[config.mk]
export PLATFORM = sky130hd
export DESIGN_NAME = controle_multiciclo
export DESIGN_NICKNAME = d
export VERILOG_FILES = /design/src/rtl/controle_multiciclo.sv
export SDC_FILE = /design/constraint.sdc
export NUM_CORES = 1
export LEC_CHECK = 0
export BUFFER_PORTS_ARGS = -buffer_cell sky130_fd_sc_hd__buf_2
export CORE_MARGIN = 2
export CORE_UTILIZATION = 40
export CTS_BUF_LIST = sky130_fd_sc_hd__clkbuf_16
export DETAILED_ROUTE_END_ITERATION = 8
export PLACE_DENSITY = 0.62
export SETUP_SLACK_MARGIN = 0.5
export SLEW_MARGIN = 20
export SYNTH_ARGS = -nofsm -noshare
export SYNTH_HDL_FRONTEND = slang
export SYNTH_SLANG_ARGS = --single-unit
[constraint.sdc]
create_clock -name Clock -period 3.7 [get_ports Clock]
set_input_delay 0.74 -clock Clock [delete_from_list [all_inputs] [get_ports Clock]]
set_output_delay 0.74 -clock Clock [all_outputs]
set_load 0.02 [all_outputs]
[src/rtl/controle_multiciclo.sv]
// controle_multiciclo: multicycle sequencer for the nRisc datapath with req/ack memory handshake,
// halt on encerra, memory-timeout error and retired-instruction counter.
module controle_multiciclo #(
    parameter int TIMEOUT = 16,
    parameter int CNT_W   = 16
) (
    input  logic             Clock,
    input  logic             ResetN,
    input  logic [2:0]       Istrc,
    input  logic             Zero,
    input  logic             MemAck,
    output logic             MemReq,
    output logic             MemSel,
    output logic             MemWe,
    output logic             IREscreve,
    output logic             PCEscreve,
    output logic [1:0]       PCSrc,
    output logic             RegEscreve,
    output logic             MemtoReg,
    output logic             Defi,
    output logic             OpULA,
    output logic             ULASrc,
    output logic             Encerrado,
    output logic             MemErro,
    output logic [CNT_W-1:0] Retirados
);
    typedef enum logic [2:0] {INICIO, BUSCA, DECOD, EXEC, MEM, ESCRITA, FIM, ERRO} state_t;
    localparam logic [2:0] OP_DEFI = 3'b000, OP_BEQ = 3'b001, OP_LW = 3'b010, OP_SW = 3'b011,
                           OP_MUL = 3'b100, OP_J = 3'b110, OP_FIM = 3'b111;
    localparam int TW = TIMEOUT > 1 ? $clog2(TIMEOUT) : 1;

    state_t            state_q, state_d;
    logic [2:0]        op_q, op_d;
    logic [TW-1:0]     timer_q, timer_d;
    logic [CNT_W-1:0]  cnt_q, cnt_d;
    logic              retire;

    always_ff @(posedge Clock or negedge ResetN) begin
        if (!ResetN) begin
            state_q <= INICIO;
            op_q    <= '0;
            timer_q <= '0;
            cnt_q   <= '0;
        end else begin
            state_q <= state_d;
            op_q    <= op_d;
            timer_q <= timer_d;
            cnt_q   <= cnt_d;
        end
    end

    always_comb begin
        state_d    = state_q;
        op_d       = op_q;
        MemReq     = 1'b0;
        MemSel     = 1'b0;
        MemWe      = 1'b0;
        IREscreve  = 1'b0;
        PCEscreve  = 1'b0;
        PCSrc      = 2'd0;
        RegEscreve = 1'b0;
        MemtoReg   = 1'b0;
        Defi       = 1'b0;
        OpULA      = 1'b0;
        ULASrc     = 1'b0;
        case (state_q)
            INICIO: state_d = BUSCA;
            BUSCA: begin
                MemReq = 1'b1;
                if (MemAck) begin
                    IREscreve = 1'b1;
                    PCEscreve = 1'b1;
                    state_d   = DECOD;
                end
            end
            DECOD: begin
                op_d = Istrc;
                if (Istrc == OP_FIM) state_d = FIM;
                else if (Istrc == OP_J) begin
                    PCEscreve = 1'b1;
                    PCSrc     = 2'd2;
                    state_d   = BUSCA;
                end else state_d = EXEC;
            end
            EXEC: begin
                ULASrc = op_q == OP_BEQ || op_q == OP_MUL;
                OpULA  = op_q == OP_MUL;
                if (op_q == OP_BEQ) begin
                    PCEscreve = Zero;
                    PCSrc     = 2'd1;
                    state_d   = BUSCA;
                end else state_d = (op_q == OP_LW || op_q == OP_SW) ? MEM : ESCRITA;
            end
            MEM: begin
                MemReq = 1'b1;
                MemSel = 1'b1;
                MemWe  = op_q == OP_SW;
                if (MemAck) state_d = op_q == OP_SW ? BUSCA : ESCRITA;
            end
            ESCRITA: begin
                RegEscreve = 1'b1;
                MemtoReg   = op_q == OP_LW;
                Defi       = op_q == OP_DEFI;
                OpULA      = op_q == OP_MUL;
                ULASrc     = op_q == OP_MUL;
                state_d    = BUSCA;
            end
            default: state_d = state_q;
        endcase
        // the timer is only nonzero while a request is outstanding; an ack in the last cycle wins
        if (TIMEOUT > 0 && MemReq && !MemAck && timer_q == TW'(TIMEOUT - 1)) state_d = ERRO;
        timer_d = (MemReq && !MemAck) ? timer_q + 1'b1 : '0;
        retire  = (state_d == BUSCA && state_q != INICIO && state_q != BUSCA) ||
                  (state_q == DECOD && state_d == FIM);
        cnt_d   = cnt_q + CNT_W'(retire);
    end

    assign Encerrado = state_q == FIM;
    assign MemErro   = state_q == ERRO;
    assign Retirados = cnt_q;
endmodule

==> out/metrics.cfg <==
[power_and_ir_drop]
p_int_mw = 0.714
irDropWorstVdd_uv = 470
seqPwrFrac = 0.406
power.share.clock = 0.185
total_leakage_power_nw = 0.827
netSwitchingPower_mw = 0.498
powerDensity_mw_per_mm2 = 728
comb_power_share = 0.408
p_sw_frac = 0.411

[timing]
fin_ws_ps = 1140
setup_tns_ps = 0
slew_violations = 0
tightest_slew_ps = 551
slew-limit-headroom = 0.633
fmax_mhz = 391
rsz0062_at_grt = false
hold_viol_final = 0
fin_worst_skew_ps = 1.37
fin_crit_ps = 2560
finalSetupViolations = 0
fin_crit_sh = 0.692

[worst_setup_path]
critPathMaxFanout = 12
crit_chain = inv_2 -> nor3_2 -> nor3b_2 -> a211o_1 -> buf_2
critPathCapture = PCEscreve
cp.required_ps = 2960
reg2reg_slack_ps = 1180
crit_path_start_kind = flip-flop
r2r-end = Retirados[12]$_DFF_PN0_
r2r_cells = 9
slowest_delay_ps = 580
crit_type = flip-flop to output pin
slowest_stage = dfrtp_1
arrival_ps = 1820
worstReg2RegStart = state_q[0]$_DFF_PN0_
startpoint = state_q[1]$_DFF_PN0_
end_kind = output pin

[worst_hold_path]
hold_class = flip-flop to flip-flop

[clocking]
cts_max_level = 1
clk_pin_slew_ps = 60
cts_setup_buffers = 0
clock_latency_ps = 250
cts_tree = built
cts_root_buf = clkbuf_16
post_cts_resized = 0
cts_num_sinks = 26
numCtsBuffers = 3
hold_buffers = 0
clock_path_buffers = 2

[yosys]
synthXorXnorAreaFrac = 0.121
synth-simple-area-share = 0.238
synth.avg_cell_area_sq_um = 10.9
synth_top_family_by_area = simple AND/OR/NAND/NOR gates
synth_seq_cells = 26
muxShareOfSynthArea = 0.0318
syn_area_sq_mm = 0.00138
yosysWarnings = 0
synth_area_leaders = dfrtp_1 (47%), xnor2_1 (8.3%), xor2_1 (3.8%)
synth_fa_ha_area_frac = 0.0273
yosysSeqAreaShare = 0.473
synth_cell_types = 40
synth_compound_area_frac = 0.0773
synth_nets = 136
syn_inst = 126
synth_top_area_cell = dfrtp_1
netlist.area_leader.share = 0.473

[routing]
vias_per_cell = 5.03
drt-initial-drc-count = 58
drtPass1Iterations = 4
drt-wirelength-per-cell_microns = 12.1
drc_errors = 0
finalWirelength_microns = 2520
num_vias = 1047
drtAntennaViolNets = 0

[cells_and_area]
syn2layout_area_growth_pct = 21.0
antenna_cells = 0
mostFrequentLayoutCell = buf_2
mostFrequentLayoutCells = buf_2 (36), dfrtp_1 (26), xnor2_1 (13)
final_util = 0.503
fin_nets = 174
layout-drive-gt1-share = 0.352
filler_cell_count = 333

[global_route]
antenna_found_initial = 0
grt_pass1_vias = 1040
grt_usage = 0.138
grt_max_degree = 27
grt_first_pass_wirelength_microns = 4490
overflow = 0

[placement]
dpl.hpwl_microns = 1980
gp_congestion = 0.759
post-place-ws_ps = 989
io_buffers = 36

[floorplan]
rows = 21
core_area_sq_mm = 0.00331
start_util = 0.415
dieHeight_microns = 62.6
dieArea_sq_mm = 0.00392
dieWidth_microns = 62.6
io_pins = 37

[run_status]
status = finished clean

[flow_run]
max_cap_violations = 0

## per-stage QoR
step	std cells	hold WS [ps]	cell area [sq um]	total power [mW]
2_1_floorplan	126	430	1380	0.868
3_3_place_gp	205	443	1590	0.983
3_5_place_dp	205	453	1590	0.997
4_1_cts	208	461	1660	1.22
5_1_grt	208	485	1660	1.31
6_report	208	460	1660	1.21
## cell type report
cell class	instances	area (sq um)	share of cell area
clock buffers	3	75.1	0.0451
repair buffers	36	180	0.108
flip-flops and latches	26	651	0.391
well taps	46	57.6	0.0346
multi-input cells	92	682	0.410
inverters	5	18.8	0.0113
## sequential cells by signal (all words and copies together), names as in the netlist
signal and flops:
state_q 3, op_q 3, timer_q 4, Retirados 16
## metal layers
metal | vias to the layer above | wire (microns) | global-route usage
met3 | 2 | 93 | 0.0252
met4 | 0 | 8 | 0.0250
met1 | 511 | 1230 | 0.186
met2 | 21 | 1190 | 0.234
li1 | 513 | - | -
met5 | - | 0 | 0
## worst min-delay path by stage
| stage | startpoint | slack [ps] | to | depth (start not counted) |
|---|---|---|---|---|
| 2_1_floorplan | timer_q[0]$_DFF_PN0_ | 430 | timer_q[0]$_DFF_PN0_ | 1 |
| 3_3_place_gp | timer_q[0]$_DFF_PN0_ | 440 | timer_q[0]$_DFF_PN0_ | 1 |
| 3_5_place_dp | timer_q[0]$_DFF_PN0_ | 450 | timer_q[0]$_DFF_PN0_ | 1 |
| 4_1_cts | timer_q[0]$_DFF_PN0_ | 460 | timer_q[0]$_DFF_PN0_ | 1 |
| 5_1_grt | Retirados[15]$_DFF_PN0_ | 490 | Retirados[15]$_DFF_PN0_ | 1 |
| 6_report | timer_q[0]$_DFF_PN0_ | 460 | timer_q[0]$_DFF_PN0_ | 1 |
## logic make-up (layout without fill, tap and decap cells)
group,Yosys count,count (layout)
AO/OA/AOI/OAI,12,12
multiplexers,4,4
flip-flops,26,26
buffers and inverters,8,44
XOR/XNOR,19,19
AND/OR/NAND/NOR,54,54
adder cells (fa/ha/maj),3,3
## power groups by stage
stage,Clock (mW),Combinational (mW),Sequential [mW]
final,0.225,0.494,0.493
after global routing,0.245,0.548,0.512
after CTS,0.231,0.503,0.490
after detailed placement,0,0.501,0.496
after global placement,0,0.491,0.491
after floorplan,0,0.389,0.478
## synthesized netlist by cell type (all sizes together)
cell type  number
dfrtp          26
xnor2          13
nand2          12
nand3          10
nor2            9
nor3            6
xor2            6
inv             5
nand4           5
nor3b           4
buf             3
ha              3
mux2            3
o21ai           3
and3            2
nor4            2
a211o           1
a21boi          1
a31oi           1
a32o            1
and2b           1
mux2i           1
nand4b          1
o211ai          1
o21bai          1
o221ai          1
o31a            1
o32ai           1
or2             1
or3             1
## worst max-delay path, delay by kind of cell, from the launching register on
kind / cells / cell delay [ps]
compound gates: 1 / 120
buf+inv: 2 / 300
simple gates: 2 / 570
flops: 1 / 580
(Power assumes the default switching activity.)
